===== config.mk =====
export PLATFORM = sky130hd
export DESIGN_NAME = stream_busmerge_flat
export DESIGN_NICKNAME = d
export VERILOG_FILES = /design/src/rtl/stream_busmerge_if.sv /design/src/rtl/stream_busmerge.sv /design/src/flat_wrapper.sv
export SDC_FILE = /design/constraint.sdc
export NUM_CORES = 1
export LEC_CHECK = 0
export BUFFER_PORTS_ARGS = -buffer_cell sky130_fd_sc_hd__buf_2
export CAP_MARGIN = 20
export CORE_UTILIZATION = 30
export CTS_BUF_LIST = sky130_fd_sc_hd__clkbuf_4
export DETAILED_ROUTE_END_ITERATION = 10
export GPL_ROUTABILITY_DRIVEN = 0
export SLEW_MARGIN = 20
export SYNTH_ARGS = -nofsm -noshare
export SYNTH_HDL_FRONTEND = slang
export SYNTH_SLANG_ARGS = --single-unit

===== constraint.sdc =====
create_clock -name clk -period 1.5 [get_ports clk]
set_input_delay 0 -clock clk [delete_from_list [all_inputs] [get_ports clk]]
set_output_delay 0 -clock clk [all_outputs]
set_load 0.03 [all_outputs]

===== src/rtl/stream_busmerge_if.sv =====
// stream_busmerge_if: two input streams plus one merged output stream with valid/ready handshakes
interface stream_busmerge_if #(parameter int WA = 48, parameter int WB = 64);
  logic          a_valid, a_ready, b_valid, b_ready, q_valid, q_ready;
  logic [WA-1:0] a_data;
  logic [WB-1:0] b_data;
  logic [WA+WB-1:0] q_data;
  modport slave (input a_valid, a_data, b_valid, b_data, q_ready, output a_ready, b_ready, q_valid, q_data);
  modport master (output a_valid, a_data, b_valid, b_data, q_ready, input a_ready, b_ready, q_valid, q_data);
endinterface


===== src/rtl/stream_busmerge.sv =====
// stream_busmerge: pairs A and B words in arrival order into one output word; BUSMERGE_CNT_EN adds merge_cnt
module stream_busmerge #(
  parameter int WA = 48,
  parameter int WB = 64,
  parameter int ORDER = 0
) (
  input  logic clk,
  input  logic rst_n,
  stream_busmerge_if.slave bus
`ifdef BUSMERGE_CNT_EN
  ,
  output logic [15:0] merge_cnt
`endif
);
  logic [WA-1:0]    a_hold_q, a_hold_d;
  logic [WB-1:0]    b_hold_q, b_hold_d;
  logic [WA+WB-1:0] q_data_q, q_data_d;
  logic             a_hold_v_q, a_hold_v_d, b_hold_v_q, b_hold_v_d, q_valid_q, q_valid_d;
  logic             merge, a_acc, b_acc;
  always_comb begin
    merge       = rst_n & a_hold_v_q & b_hold_v_q & (~q_valid_q | bus.q_ready);
    bus.a_ready = rst_n & (~a_hold_v_q | merge);
    bus.b_ready = rst_n & (~b_hold_v_q | merge);
    a_acc       = bus.a_valid & bus.a_ready;
    b_acc       = bus.b_valid & bus.b_ready;
    a_hold_d    = a_acc ? bus.a_data : a_hold_q;
    b_hold_d    = b_acc ? bus.b_data : b_hold_q;
    a_hold_v_d  = a_acc | (a_hold_v_q & ~merge);
    b_hold_v_d  = b_acc | (b_hold_v_q & ~merge);
    q_data_d    = merge ? (ORDER != 0 ? {b_hold_q, a_hold_q} : {a_hold_q, b_hold_q}) : q_data_q;
    q_valid_d   = merge | (q_valid_q & ~bus.q_ready);
    bus.q_valid = q_valid_q;
    bus.q_data  = q_data_q;
  end
  always_ff @(posedge clk) begin
    if (!rst_n) begin
      a_hold_q   <= '0;
      b_hold_q   <= '0;
      q_data_q   <= '0;
      a_hold_v_q <= 1'b0;
      b_hold_v_q <= 1'b0;
      q_valid_q  <= 1'b0;
    end else begin
      a_hold_q   <= a_hold_d;
      b_hold_q   <= b_hold_d;
      q_data_q   <= q_data_d;
      a_hold_v_q <= a_hold_v_d;
      b_hold_v_q <= b_hold_v_d;
      q_valid_q  <= q_valid_d;
    end
  end
`ifdef BUSMERGE_CNT_EN
  logic [15:0] cnt_q, cnt_d;
  always_comb cnt_d = (q_valid_q & bus.q_ready & ~&cnt_q) ? cnt_q + 16'd1 : cnt_q;
  always_ff @(posedge clk) cnt_q <= rst_n ? cnt_d : 16'd0;
  assign merge_cnt = cnt_q;
`endif
endmodule


===== src/flat_wrapper.sv =====
// flat-port wrapper written by rule: the top's interface ports become plain ports
module stream_busmerge_flat 
#(
  parameter int WA = 48,
  parameter int WB = 64,
  parameter int ORDER = 0
)
  (clk, rst_n, bus_a_valid, bus_a_data, bus_b_valid, bus_b_data, bus_q_ready, bus_a_ready, bus_b_ready, bus_q_valid, bus_q_data);
  stream_busmerge_if #(.WA(WA), .WB(WB)) bus_i ();
  input  logic clk;
  input  logic rst_n;
  input wire logic [$bits(bus_i.a_valid)-1:0] bus_a_valid;
  input wire logic [$bits(bus_i.a_data)-1:0] bus_a_data;
  input wire logic [$bits(bus_i.b_valid)-1:0] bus_b_valid;
  input wire logic [$bits(bus_i.b_data)-1:0] bus_b_data;
  input wire logic [$bits(bus_i.q_ready)-1:0] bus_q_ready;
  output wire logic [$bits(bus_i.a_ready)-1:0] bus_a_ready;
  output wire logic [$bits(bus_i.b_ready)-1:0] bus_b_ready;
  output wire logic [$bits(bus_i.q_valid)-1:0] bus_q_valid;
  output wire logic [$bits(bus_i.q_data)-1:0] bus_q_data;
  assign bus_i.a_valid = bus_a_valid;
  assign bus_i.a_data = bus_a_data;
  assign bus_i.b_valid = bus_b_valid;
  assign bus_i.b_data = bus_b_data;
  assign bus_i.q_ready = bus_q_ready;
  assign bus_a_ready = bus_i.a_ready;
  assign bus_b_ready = bus_i.b_ready;
  assign bus_q_valid = bus_i.q_valid;
  assign bus_q_data = bus_i.q_data;
  stream_busmerge #(.WA(WA), .WB(WB), .ORDER(ORDER)) u_core (.clk(clk), .rst_n(rst_n), .bus(bus_i));
endmodule

==> results of run 1 <==
-- routing by layer --
metal	global-route usage, %	share of wire (%)	routed length (um)	up-vias
li1	-	-	-	4050
met1	18.5	44	11100	3662
met5	0	0	0	-
met3	5.44	7.4	1850	58
met2	25.4	46	11500	253
met4	7.26	2.4	611	0
-- path summary, 6_finish.rpt --
path / start / endpoint
worst max-delay path: u_core.a_hold_v_q / bus_a_ready
worst max register to register: u_core.a_hold_v_q / u_core.a_hold_q[3]
worst min register to register: u_core.a_hold_q[18] / u_core.bus.q_data[82]
worst min-delay path: rst_n / u_core.bus.q_data[81]
-- critical path, delay by kind of cell (launching register included) --
kind / cells / cell delay [ns]
buffers and inverters: 3 / 0.44
DFF: 1 / 0.34
and+or+nand+nor: 1 / 0.19
AOI/OAI and AO/OA: 1 / 0.12
-- state kept, by name (all words and copies together), names as in the netlist --
register	flops
u_core.b_hold_v_q	1
u_core.bus.q_valid	1
u_core.b_hold_q	64
u_core.a_hold_q	48
u_core.a_hold_v_q	1
u_core.bus.q_data	112
-- cell usage after synthesis --
cell	count
sky130_fd_sc_hd__a211oi_1	1
sky130_fd_sc_hd__a211oi_2	1
sky130_fd_sc_hd__a21boi_1	3
sky130_fd_sc_hd__buf_1	11
sky130_fd_sc_hd__buf_2	11
sky130_fd_sc_hd__buf_4	3
sky130_fd_sc_hd__buf_6	7
sky130_fd_sc_hd__buf_8	2
sky130_fd_sc_hd__clkbuf_1	42
sky130_fd_sc_hd__dfxtp_1	227
sky130_fd_sc_hd__inv_1	224
sky130_fd_sc_hd__mux2i_1	112
sky130_fd_sc_hd__nand2_1	117
sky130_fd_sc_hd__nand2b_1	1
sky130_fd_sc_hd__nand4_1	1
sky130_fd_sc_hd__nor2b_1	3
sky130_fd_sc_hd__nor3b_1	1
sky130_fd_sc_hd__o211ai_1	112
sky130_fd_sc_hd__o21ai_0	2
sky130_fd_sc_hd__o21ai_1	112
-- cell families after synthesis --
kind of cell,Yosys count
muxes,112
DFF,227
buffers and inverters,300
AOI/OAI and AO/OA,231
and+or+nand+nor,123
-- stage by stage --
step                      area (um2)  util [%]  setup TNS [ns]  hold WS [ns]
final                          13200      45.8           -6.03         0.134
after global routing           13200      45.8           -9.75        0.0676
after CTS                      12700      44.3          -0.711        0.0532
after detailed placement       10600      36.8               0         0.244
after global placement         10600      36.8               0         0.240
after floorplan                 8820         -               0         0.131
-- area by class of cell --
class / instances / share of cell area [%]
sequential: 227 / 34.5
multi-input combinational: 466 / 23.6
clock buffer: 101 / 5.75
antenna: 2 / 0.0379
tap: 384 / 3.64
timing repair buffer: 411 / 25.2
inverter: 224 / 6.37
clock inverter: 11 / 0.920
-- power groups by stage --
| stage | combinational, mW | sequential, mW | clock (mW) |
|---|---|---|---|
| floorplan | 0.779 | 6.79 | 0 |
| global placement | 1.46 | 6.66 | 0 |
| detailed placement | 1.48 | 6.67 | 0 |
| CTS | 1.76 | 6.53 | 6.42 |
| global route | 2.09 | 6.57 | 6.82 |
| finish | 1.93 | 6.54 | 6.14 |
-- what timing repair did --
| action | CTS | global route |
|---|---|---|
| setup endpoints to repair | 2 | 98 |
| buffers inserted | 7 | 10 |
| gates cloned | 0 | 12 |
| pin swaps | 3 | 2 |
| gates resized for setup | 11 | 24 |
| hold endpoints to repair | 198 | 1 |
| hold buffers | 118 | 1 |
==> reports/results.md, run 1 <==
- **outcome** finished with violations
- **violations in the final reports** setup timing
- **height of the chip** 173 um
- **via count of the first global-routing pass** 7977
- **fraction of the cycle the final worst path needs** 113%
- **clock input transition at the sequential cells of the worst setup and hold paths** 0.06 ns
- **cell depth of the worst flop-to-flop path** 8
- **TritonCTS Sinks** 227
- **most common cell after layout, fill and taps aside** sky130_fd_sc_hd__buf_2
- **Clock Skew** 0.0282 ns
- **Arrival @ worst endpoint** 1.70 ns
- **worst reg2reg setup slack** -0.19 ns
- **insertion delay of the later-clocked pin in the worst-skew pair** 0.62 ns
- **cell type with the highest aggregate area in the netlist** sky130_fd_sc_hd__dfxtp_1
- **sequential element share of the synthesized area** 51.5%
- **initial DRC count** 350
- **buffer type at the clock tree root** sky130_fd_sc_hd__clkbuf_4
- **wire length reported by the detailed router** 25.0 mm
- **number of cells in the design after placement** 1565
- **Synth Area in XOR/XNOR** 0%
- **top-area cell type share of the netlist area** 51.5%
- **core box area** 0.0288 mm2
- **Via density** 4.39
- **synth top area cells** sky130_fd_sc_hd__dfxtp_1, sky130_fd_sc_hd__mux2i_1, sky130_fd_sc_hd__inv_1
- **leakage power** 6.00 nW
- **hold depth** 5
- **final setup margin** -0.199 ns
- **number of endpoints failing setup at the final stage** 60
- **Final #Nets** 1515
- **HPWL after DPL** 14.5 mm
- **fill count** 2754
- **Cell Count, Final, Fillers Out** 1826
- **I/O Buffers** 231
- **final critical delay including setup and external delays** 1.70 ns
- **starting utilization of the core area** 30.7%
- **width of the die** 173 um
- **dominant combinational cell family by area after synthesis** compound AO/OA/AOI/OAI gates
- **simple-gate share of the synthesized area** 5.42%
- **synthesis-to-finish area growth** 49.5%
- **slew at the pin with the worst max-slew slack** 0.588 ns
- **number of register bits inferred by synthesis** 227
- **register cell area after layout** 0.00455 mm2
- **crit-path max FO** 2
- **global-route wire length before repair** 38.5 mm
- **cell with the largest stage delay on the worst path** sky130_fd_sc_hd__dfxtp_2
- **TritonCTS clock tree** built
- **aggregate global-route resource usage** 15.7%
- **row cnt** 62
- **commonest cells after routing, fill and taps aside** sky130_fd_sc_hd__buf_2, sky130_fd_sc_hd__inv_1, sky130_fd_sc_hd__dfxtp_1
- **PnR Total Power** 14.6 mW
- **number of buffers added by the clock tree synthesis step** 68
- **ratio of cells with drive above 1 in the final layout** 28.5%
- **drt drc** 0
- **final antenna-violating net count** 0
- **Peak VDD IR** 681 uV
- **Net Sw Power** 3.72 mW
- **Switching Fraction** 25.5%
- **Startpoint Class** flip-flop
- **setup repair after global routing missed its margin** yes
- **power share of the combinational group** 13.2%
- **Setup WS pre-CTS** 0.0981 ns
- **type of element capturing the critical path** primary output
- **synthesized area** 0.00882 mm2
- **fraction of power consumed by the clock network** 42.0%
- **P per Cell Area** 1110 mW/mm2
- **fraction of synthesized area in multiplexers** 12.7%
- **initial antenna violation count** 2
- **worst hold path class** in2reg
- **total vias in the final route** 8023
- **sequential share of power** 44.8%
- **tightest slew margin relative to the limit** 60.8%
- **maximum level of the CTS H-tree** 3
- **Critical Path, Cell by Cell** buf_6 -> nand4_1 -> buf_12 -> a21boi_2 -> buf_6
- **mean cell area of the mapped netlist** 8.89 um2
- **Syn. warnings** 0
- **worst setup path class** reg2out
- **largest net degree at the start of global routing** 121
- **required time worst endpoint** 1.50 ns
- **number of cells produced by synthesis** 993
- **number of max-slew violations in the final report** 0
- **compound-cell area share of the yosys netlist** 16.5%
- **adder and majority cell fraction of the synthesized area** 0%
- **maximum achievable frequency** 0.589 GHz
- **distinct cell type count of the synthesized netlist** 20
- **Avg WL per Cell** 13.7 um
- **area enclosed by the die boundary** 0.0301 mm2
- **Top-Level Pins** 232
- **delay contributed by the slowest stage of the critical path** 0.34 ns
- **Internal** 10.9 mW
- **number of buffers between clock root and the deepest sink** 3
- **number of nets in the synthesized netlist** 1110
- **Remaining Overflow, GRT** 0
- **cell occurring most often along the worst timing path** sky130_fd_sc_hd__buf_6
- **max-cap violations** 0
- **drt first pass iters** 4
- **total count of hold-check failures in the final report** 0
- **multi-input gate area in the final layout** 0.00311 mm2
Power figures use the tool's default switching activity.
==> run 2: changes to the inputs <==
--- a/config.mk
+++ b/config.mk
@@ -5,6 +5,7 @@
 export SDC_FILE = /design/constraint.sdc
 export NUM_CORES = 1
 export LEC_CHECK = 0
+export ABC_AREA = 1
 export BUFFER_PORTS_ARGS = -buffer_cell sky130_fd_sc_hd__buf_2
 export CAP_MARGIN = 20
 export CORE_UTILIZATION = 30
==> run 2 against run 1 <==
  * Clock power increased by 2%
  * Core utilization decreased by 2.3 points
  * Sequential power decreased by 2%
  * Highest routed layer unchanged
  * Die area increased by 1.3%
  * The run still ends with setup timing left
  * Sequential share of layout area increased by 1.5 points
  * Synthesized cell count increased by 25%
  * Clock skew about the same
  * Final cell count increased by 11%
==> reports/results.md, run 2 <==
- **setup repair after global routing missed its margin** yes
- **Arrival @ worst endpoint** 1.61 ns, -0.09 ns
- **worst reg2reg setup slack** 0.09 ns, +0.28 ns
- **via count of the first global-routing pass** 8401, +5.3%
- **top-area cell type share of the netlist area** 50.8%, -0.66 points
- **post-detailed-placement cell area** 0.0105 mm2, -1.2%
- **number of cells produced by synthesis** 1243, +25%
- **insertion delay of the later-clocked pin in the worst-skew pair** 0.63 ns, about the same
- **fraction of the cycle the final worst path needs** 107%, -5.9 points
- **post-synthesis async set-or-reset flop share** 0%, unchanged
- **number of buffers between clock root and the deepest sink** 3, unchanged
- **tightest slew margin relative to the limit** 49.2%, -12 points
- **maximum level of the CTS H-tree** 3, unchanged
- **max-cap violations** 0, unchanged
- **final antenna-violating net count** 0, unchanged
- **largest net degree at the start of global routing** 129, +6.6%
- **routed metal-1 wirelength** 11.1 mm, about the same
- **total vias in the final route** 8865, +10%
- **height of the chip** 175 um, +0.64%
- **Cell Count, Final, Fillers Out** 2024, +11%
- **Remaining Overflow, GRT** 0, unchanged
- **Via density** 4.38, -0.31%
- **most common cell after layout, fill and taps aside** sky130_fd_sc_hd__nand2_1
- **type of element capturing the critical path** primary output
- **post-layout util** 43.6%, -2.3 points
- **number of cells in the design after placement** 1785, +14%
- **Clock Skew** 0.0278 ns, -0.000414 ns
- **distinct cell type count of the synthesized netlist** 17, -15%
- **initial antenna violation count** 2, unchanged
- **row cnt** 62, unchanged
- **synthesized area** 0.00894 mm2, +1.3%
- **final critical delay including setup and external delays** 1.61 ns, -0.0886 ns
- **synthesis-to-finish area growth** 41.4%
- **leading post-synthesis cells by instance count** sky130_fd_sc_hd__nand2_1, sky130_fd_sc_hd__dfxtp_1, sky130_fd_sc_hd__inv_1
- **drt drc** 0, unchanged
- **ratio of cells with drive above 1 in the final layout** 23.1%, -5.5 points
- **clock input transition at the sequential cells of the worst setup and hold paths** 0.06 ns, about the same
- **outcome** finished with violations
- **Syn. warnings** 0, unchanged
- **Peak VDD IR** 541 uV, -21%
- **drt first pass iters** 4, unchanged
- **width of the die** 175 um, +0.64%
- **area enclosed by the die boundary** 0.0305 mm2, +1.3%
- **number of register bits inferred by synthesis** 227, unchanged
- **Final #Nets** 1709, +13%
- **cell type with the highest aggregate area in the netlist** sky130_fd_sc_hd__dfxtp_1
- **HPWL after DPL** 14.9 mm, +2.9%
- **met3 wire len** 1.99 mm, +7.9%
- **buffer type at the clock tree root** sky130_fd_sc_hd__clkbuf_4
- **most instantiated library cell after synthesis** sky130_fd_sc_hd__nand2_1
- **final setup margin** -0.111 ns, +0.0886 ns
- **TritonCTS Sinks** 227, unchanged
- **number of buffers added by the clock tree synthesis step** 67, -1.5%
- **aggregate global-route resource usage** 16.2%, +0.48 points
- **slew at the pin with the worst max-slew slack** 0.762 ns, +0.174 ns
- **maximum achievable frequency** 0.621 GHz, +5.5%
- **number of flops mapped to enable cells by yosys** 0, unchanged
- **hold depth** 6, +1
- **commonest cells after routing, fill and taps aside** sky130_fd_sc_hd__nand2_1, sky130_fd_sc_hd__buf_2, sky130_fd_sc_hd__dfxtp_1
- **global-route wire length before repair** 40.7 mm, +5.7%
- **TritonCTS clock tree** built
- **I/O Buffers** 231, unchanged
- **Startpoint Class** flip-flop
- **Largest register FFs** 112, unchanged
- **number of endpoints failing setup at the final stage** 2, -97%
- **required time worst endpoint** 1.50 ns, about the same
- **mean cell area of the mapped netlist** 7.19 um2, -19%
- **sequential element share of the synthesized area** 50.8%, -0.66 points
- **routed wl met2** 11.5 mm, about the same
- **crit-path max FO** 2, unchanged
- **cell depth of the worst flop-to-flop path** 7, -1
- **violations in the final reports** setup timing
- **starting utilization of the core area** 30.8%, +0.15 points
- **initial DRC count** 457, +31%
- **wire length reported by the detailed router** 25.1 mm, +0.24%
- **Non-Filler Cell Area, Final** 0.0126 mm2, -4.2%
- **worst hold path class** in2reg
- **worst setup path class** reg2out
- **Avg WL per Cell** 12.4 um, -9.6%
- **total count of hold-check failures in the final report** 0, unchanged
- **synth top area cells** sky130_fd_sc_hd__dfxtp_1, sky130_fd_sc_hd__nand2_1, sky130_fd_sc_hd__nand4_1
- **DR top layer** met4
- **leakage power** 6.65 nW, +11%
- **P per Cell Area** 1120 mW/mm2, +1.1%
- **core box area** 0.0290 mm2, +0.81%
- **Top-Level Pins** 232, unchanged
- **main flop type after synthesis** sky130_fd_sc_hd__dfxtp_1
- **number of max-slew violations in the final report** 0, unchanged
- **number of nets in the synthesized netlist** 1360, +23%
## run 2: changes by cell type after synthesis, sizes merged, moves of 6 or more
cell    previous run  this run
o211ai           112         0
buf               34        50
nand2            117       564
clkbuf            42        48
mux2i            112         0
inv              224       119
nand4              1       112
## run 2: through the flow
step           hold slack (ns)  worst slack, ns  setup TNS (ns)  power [mW]
2_1_floorplan            0.154           0.0239               0        7.30
3_3_place_gp             0.236            0.214               0        7.73
3_5_place_dp             0.247            0.162               0        7.75
4_1_cts                 0.0265           -0.236          -0.456        14.4
5_1_grt                 0.0863           -0.221          -0.514        15.0
6_report                 0.116           -0.111          -0.220        14.1
## run 2: logic make-up after synthesis
family | after synthesis | synth area share, %
compound gates | 118 | 6.83
buf+inv | 217 | 10.3
flops | 227 | 50.8
simple gates | 681 | 32.0
## run 2: critical path: stages, from the launching register on
cell                      delay (ns)
sky130_fd_sc_hd__dfxtp_2        0.35
sky130_fd_sc_hd__nand3_4        0.09
sky130_fd_sc_hd__nor2_4         0.13
sky130_fd_sc_hd__buf_12         0.12
sky130_fd_sc_hd__inv_6          0.03
sky130_fd_sc_hd__a21oi_4        0.11
sky130_fd_sc_hd__buf_6          0.15
## run 2: routing by layer
| metal | track usage (%) | vias up |
|---|---|---|
| li1 | - | 4645 |
| met1 | 19.5 | 3922 |
| met2 | 25.8 | 251 |
| met3 | 6.03 | 47 |
| met4 | 6.70 | 0 |
| met5 | 0 | - |
## run 2: path summary, 6_finish.rpt
kind,start,end
worst min register to register,u_core.a_hold_q[27],u_core.bus.q_data[91]
worst max-delay path,u_core.a_hold_v_q,bus_a_ready
worst max register to register,u_core.a_hold_v_q,u_core.bus.q_data[82]
worst min-delay path,bus_q_ready,u_core.a_hold_v_q
## run 2: final cells by class
cell class / instances / area (um2)
antenna: 2 / 5.00
clock buffer: 98 / 736
clock inverter: 17 / 169
fill: 2935 / 16400
inverter: 119 / 452
multi-input combinational: 799 / 3520
sequential: 227 / 4550
tap: 384 / 480
timing repair buffer: 378 / 2730
## run 2: power by group
part	switching, mW	internal (mW)	total, mW
clock network	2.60	3.66	6.26
registers	0.134	6.31	6.44
logic	0.816	0.623	1.44
total	3.55	10.6	14.1
## run 2: what timing repair did
action / in CTS / in global routing
endpoints found under the hold margin: 196 / 0
hold buffers: 116 / 0
resized for setup: 11 / 6
endpoints found under the setup margin: 2 / 44
buffers inserted: 5 / 1
pin swaps: 4 / 4
